**config.mk**
```make
export PLATFORM = sky130hd
export DESIGN_NAME = buck_phase_ctrl
export DESIGN_NICKNAME = d
export VERILOG_FILES = /design/src/rtl/buck_phase_ctrl.sv
export SDC_FILE = /design/constraint.sdc
export NUM_CORES = 1
export LEC_CHECK = 0
export CORE_ASPECT_RATIO = 1.5
export CORE_MARGIN = 5
export CORE_UTILIZATION = 55
export DETAILED_ROUTE_END_ITERATION = 8
export GPL_TIMING_DRIVEN = 0
export PLACE_DENSITY = 0.76
export SKIP_CTS_REPAIR_TIMING = 1
export SLEW_MARGIN = 20
export SYNTH_ARGS = -nofsm -noshare
export SYNTH_HDL_FRONTEND = slang
export SYNTH_SLANG_ARGS = --single-unit
```
**constraint.sdc**
```tcl
create_clock -name clk -period 3 [get_ports clk]
set_input_delay 0.3 -clock clk [delete_from_list [all_inputs] [get_ports clk]]
set_output_delay 0.3 -clock clk [all_outputs]
set_load 0.005 [all_outputs]
```
**src/rtl/buck_phase_ctrl.sv**
```systemverilog
// Buck converter phase controller: P-on until overcurrent, dead time, N-on until zero crossing.
// Break-before-make via ack handshakes, min/max on-time, ack timeouts and latched faults.
module buck_phase_ctrl #(
    parameter int CNT_W  = 8,
    parameter int DT_CYC = 2,
    parameter int MIN_ON = 4,
    parameter int MAX_ON = 64,
    parameter int ACK_TO = 16
) (
    input  logic       clk,
    input  logic       nrst,
    input  logic       uv,
    input  logic       oc,
    input  logic       zc,
    input  logic       gp_ack,
    input  logic       gn_ack,
    input  logic       fault_clr,
    output logic       gp,
    output logic       gn,
    output logic       busy,
    output logic       maxon,
    output logic       fault,
    output logic [1:0] fault_code
);

    typedef enum logic [3:0] {
        IDLE, P_REQ, P_ON, P_OFF, DEAD, N_REQ, N_ON, N_OFF, FAULT
    } state_t;

    localparam logic [CNT_W-1:0] MIN_C = CNT_W'(MIN_ON - 1);
    localparam logic [CNT_W-1:0] MAX_C = CNT_W'(MAX_ON - 1);
    localparam logic [CNT_W-1:0] ACK_C = CNT_W'(ACK_TO - 1);
    localparam logic [CNT_W-1:0] DT_C  = CNT_W'(DT_CYC - 1);
    localparam logic [CNT_W-1:0] SAT_C = '1;

    logic [1:0] uv_q, oc_q, zc_q, gpa_q, gna_q;
    logic       uv_s, oc_s, zc_s, gpa_s, gna_s;

    always_ff @(posedge clk or negedge nrst) begin
        if (!nrst) begin
            uv_q  <= '0;
            oc_q  <= '0;
            zc_q  <= '0;
            gpa_q <= '0;
            gna_q <= '0;
        end else begin
            uv_q  <= {uv_q[0], uv};
            oc_q  <= {oc_q[0], oc};
            zc_q  <= {zc_q[0], zc};
            gpa_q <= {gpa_q[0], gp_ack};
            gna_q <= {gna_q[0], gn_ack};
        end
    end

    assign uv_s  = uv_q[1];
    assign oc_s  = oc_q[1];
    assign zc_s  = zc_q[1];
    assign gpa_s = gpa_q[1];
    assign gna_s = gna_q[1];

    state_t           state_q, state_d;
    logic [CNT_W-1:0] cnt_q;
    logic [1:0]       code_q, code_d;
    logic             maxon_q, maxon_d;
    logic             gp_q, gn_q, busy_q, fault_q;
    logic             ack_to;

    assign ack_to = (cnt_q == ACK_C);

    always_comb begin
        state_d = state_q;
        code_d  = code_q;
        maxon_d = 1'b0;
        // Global checks outrank every normal transition; 10 beats 11 beats 01.
        if (state_q != FAULT && gpa_s && gna_s) begin
            state_d = FAULT;
            code_d  = 2'b10;
        end else if ((state_q == N_REQ || state_q == N_ON) && oc_s) begin
            state_d = FAULT;
            code_d  = 2'b11;
        end else begin
            unique case (state_q)
                IDLE: if (uv_s && !gpa_s && !gna_s) state_d = P_REQ;
                P_REQ: begin
                    if (gpa_s) state_d = P_ON;
                    else if (ack_to) begin
                        state_d = FAULT;
                        code_d  = 2'b01;
                    end
                end
                P_ON: begin
                    if (cnt_q >= MIN_C && oc_s) state_d = P_OFF;
                    else if (cnt_q == MAX_C) begin
                        state_d = P_OFF;
                        maxon_d = 1'b1;
                    end
                end
                P_OFF: begin
                    if (!gpa_s) state_d = DEAD;
                    else if (ack_to) begin
                        state_d = FAULT;
                        code_d  = 2'b01;
                    end
                end
                DEAD: if (cnt_q == DT_C) state_d = N_REQ;
                N_REQ: begin
                    if (gna_s) state_d = N_ON;
                    else if (ack_to) begin
                        state_d = FAULT;
                        code_d  = 2'b01;
                    end
                end
                N_ON: if (cnt_q >= MIN_C && zc_s) state_d = N_OFF;
                N_OFF: begin
                    if (!gna_s) state_d = IDLE;
                    else if (ack_to) begin
                        state_d = FAULT;
                        code_d  = 2'b01;
                    end
                end
                FAULT: begin
                    if (fault_clr && !gpa_s && !gna_s) begin
                        state_d = IDLE;
                        code_d  = 2'b00;
                    end
                end
                default: state_d = IDLE;
            endcase
        end
    end

    // Outputs are decoded from the state being entered so they stay registered.
    always_ff @(posedge clk or negedge nrst) begin
        if (!nrst) begin
            state_q <= IDLE;
            cnt_q   <= '0;
            code_q  <= 2'b00;
            maxon_q <= 1'b0;
            gp_q    <= 1'b0;
            gn_q    <= 1'b0;
            busy_q  <= 1'b0;
            fault_q <= 1'b0;
        end else begin
            state_q <= state_d;
            if (state_d != state_q) cnt_q <= '0;
            else if (cnt_q != SAT_C) cnt_q <= cnt_q + CNT_W'(1);
            code_q  <= code_d;
            maxon_q <= maxon_d;
            gp_q    <= (state_d == P_REQ) || (state_d == P_ON);
            gn_q    <= (state_d == N_REQ) || (state_d == N_ON);
            busy_q  <= (state_d != IDLE) && (state_d != FAULT);
            fault_q <= (state_d == FAULT);
        end
    end

    assign gp         = gp_q;
    assign gn         = gn_q;
    assign busy       = busy_q;
    assign maxon      = maxon_q;
    assign fault      = fault_q;
    assign fault_code = code_q;

endmodule

```
==> impl_metrics.py <==
metrics = {
    "global_route": {
        "grt_pass1_vias": 1258,
        "grt_pass1_wl_um": 5400,
        "grt_usage_pct": 19.1,
        "gr-total-overflow": 0,
        "grt_max_degree": 30,
        "antenna_found_initial": 0,
    },
    "synth": {
        "synthCells": 154,
        "synthTopCellsByCount": "29 x dfrtp_1, 16 x nor2_1, 10 x nand2_1",
        "yosysSeqAreaShare_pct": 48.2,
        "ys_ff_latch": 29,
        "synthesis.area_um2": 1510,
        "synth.avg_cell_area_um2": 9.77,
        "synth_top_area_share_pct": 48.2,
        "yosysUniqueCellTypes": 47,
        "ys_dominant_reg_cell": "dfrtp_1",
        "synth_nets": 164,
        "ys_warn_count": 0,
        "synth-edff-count": 0,
        "synth.most_common_cell": "dfrtp_1",
        "synthArstFlopShare_pct": 100,
        "yosysTopAreaCell": "dfrtp_1",
        "synthTopCellsByArea": "dfrtp_1 48%, nor2_1 4.0%, o21ai_0 2.7%",
    },
    "clocking": {
        "cts_tree": "done",
        "htree_levels": 2,
        "clock-sinks": 29,
        "cts_buffers": 5,
        "clock_latency_ps": 290,
        "clk_pin_slew_ps": 70,
        "cts.path.max_buffers": 2,
        "root_buffer": "clkbuf_8",
    },
    "sta": {
        "rsz0062_at_grt": "false",
        "skew_ps": 4.12,
        "setup_viol": 0,
        "worstMarginPinSlew_ps": 744,
        "whs_ps": 31.6,
        "finalCriticalPeriod_ps": 2700,
        "setup_tns_ps": 0,
        "fmax_mhz": 370,
        "slew_viol_final": 0,
        "max-slew-margin-rel_pct": 49.7,
        "hold_viol": 0,
        "min_period_over_period_pct": 90.2,
        "timing.final.ws_setup_ps": 295,
    },
    "layout": {
        "fillers": 238,
        "layout.nets": 185,
        "insertedDiodeCount": 0,
        "drive_gt1_share_pct": 13.1,
        "design_area_um2": 1800,
        "area_delta_synth_final_pct": 19.7,
    },
    "placed_design": {
        "placed_cell_area_um2": 1690,
        "place_congestion": 0.896,
        "port_buffers": 14,
        "hpwl_um": 2280,
        "pre_cts_ws_ps": 339,
    },
    "worst_setup_path": {
        "setup.worst_path.class": "reg2reg",
        "worstSetupStartpointType": "flop",
        "critPathRequiredTime_ps": 3190,
        "slowest_delay_ps": 680,
        "slowest_stage": "nor4b_1",
        "critical_path.cell_chain": "clkbuf_2 > nor4b_1 > o21ai_0 > and3_1 > mux2i_1 > a2111o_1 > a211oi_1",
        "crit_path_end_kind": "flop",
        "crit_arrival_ps": 2890,
        "cp_max_fo": 8,
    },
    "power_and_ir_drop": {
        "power.share.combinational_pct": 19.7,
        "clock_power_share_pct": 37.3,
        "p_leak_nw": 0.771,
        "finalPower_w": 0.00109,
        "switching_share_pct": 27.8,
        "powerDensity_nw_per_um2": 603,
        "p_switching_w": 0.000302,
        "ir_worst_vdd_mv": 0.551,
        "seqPwrFrac_pct": 43.0,
        "p_int_w": 0.000785,
    },
    "detailed_routing": {
        "vias": 1254,
        "post_drt_wl_per_cell_um": 14.8,
        "routed_wl_um": 3160,
        "dr.pass1.iters": 4,
        "drc": 0,
        "drt_iter0_markers": 28,
        "drtAntennaViolNets": 0,
        "via_per_inst": 5.89,
    },
    "floorplanning": {
        "io-pin-count": 15,
        "start_util_pct": 56.9,
        "die_w_um": 52.7,
        "die_h_um": 74.1,
        "core_area_um2": 2650,
        "dieArea_um2": 3900,
        "num_rows": 23,
    },
    "status": {
        "status": "finished, final reports clean",
    },
    "hold_path": {
        "worstHoldPathType": "in2async",
    },
    "job": {
        "maxCapViolations": 0,
    },
}
[cells in the final DEF (no fill, tap or decap), types with 4 or more instances in the layout]
| master | synthesis | routed |
|---|---|---|
| nor2b_1 | 4 | 4 |
| inv_1 | 5 | 5 |
| a21oi_1 | 7 | 7 |
| a31oi_1 | 4 | 4 |
| dfrtp_1 | 29 | 29 |
| xnor2_1 | 4 | 4 |
| buf_2 | 4 | 5 |
| clkdlybuf4s50_1 | 0 | 13 |
| o21ai_0 | 8 | 8 |
| nor2_1 | 16 | 16 |
| nand2_1 | 10 | 10 |
| clkbuf_8 | 0 | 5 |
| nand3_1 | 7 | 7 |
[area by class of cell]
class                   count  area, µm²  share of cell area, %
plain buffers               8       40.0                   2.22
clock buffers               5       68.8                   3.82
clock inverters             3       46.3                   2.57
inverters                   5       18.8                   1.04
multi-input cells         112        721                   40.0
flip-flops and latches     29        726                   40.3
well taps                  37       46.3                   2.57
repair buffers             14        135                   7.50
[sequential cells by signal, indices dropped and copies added, names as in the netlist]
register,count
oc_q,2
fault,1
gp,1
busy,1
gna_q,2
gpa_q,2
uv_q,2
state_q,4
maxon,1
gn,1
cnt_q,8
zc_q,2
fault_code,2
[metal layers]
metal | up-vias | GRT usage, % | part of all wire, %
li1 | 601 | - | -
met1 | 608 | 21.3 | 40
met2 | 32 | 31.4 | 51
met3 | 13 | 5.41 | 4.4
met4 | 0 | 12.5 | 3.7
met5 | - | 0 | 0
[metrics by stage]
stage | util [%] | std cells
floorplan | - | 154
global placement | 63.9 | 205
global route | 68.1 | 213
detailed placement | 63.7 | 205
CTS | 68.1 | 213
finish | 68.1 | 213
[final timing paths]
path	slack (ps)	from	cells past startpoint	to
max	300	state_q[1]	7	cnt_q[4]
min	30	nrst	1	gp
max reg2reg	300	state_q[1]	7	cnt_q[4]
min reg2reg	350	gna_q[0]	0	gna_q[1]
max in group asynchronous	2550	nrst	1	cnt_q[7]
min in group clk	350	gna_q[0]	0	gna_q[1]
[critical path: cells and delay by family (launching register included)]
family / cells / cell delay (ps)
AOI/OAI and AO/OA: 3 / 980
buffers and inverters: 1 / 180
DFF: 1 / 380
muxes: 1 / 130
and+or+nand+nor: 2 / 940
[cells by family (layout without fill, tap and decap cells)]
logic type               Yosys count  in the layout  share of synthesized area [%]
buffers and inverters             13             35                           3.91
AO/OA/AOI/OAI                     35             35                           16.0
adder cells (fa/ha/maj)            2              2                           1.66
flip-flops                        29             29                           48.2
AND/OR/NAND/NOR                   65             65                           23.5
multiplexers                       5              5                           3.74
XOR/XNOR                           5              5                           2.91
[power groups by stage]
stage                     sequential (W)  clock [W]  combinational, W
after detailed placement        0.000473          0          0.000215
after CTS                       0.000467   0.000414          0.000215
after global routing            0.000473   0.000435          0.000244
after global placement          0.000469          0          0.000212
final                           0.000467   0.000405          0.000214
after floorplan                 0.000468          0          0.000134
No activity file was read; power rests on OpenSTA's default activity.
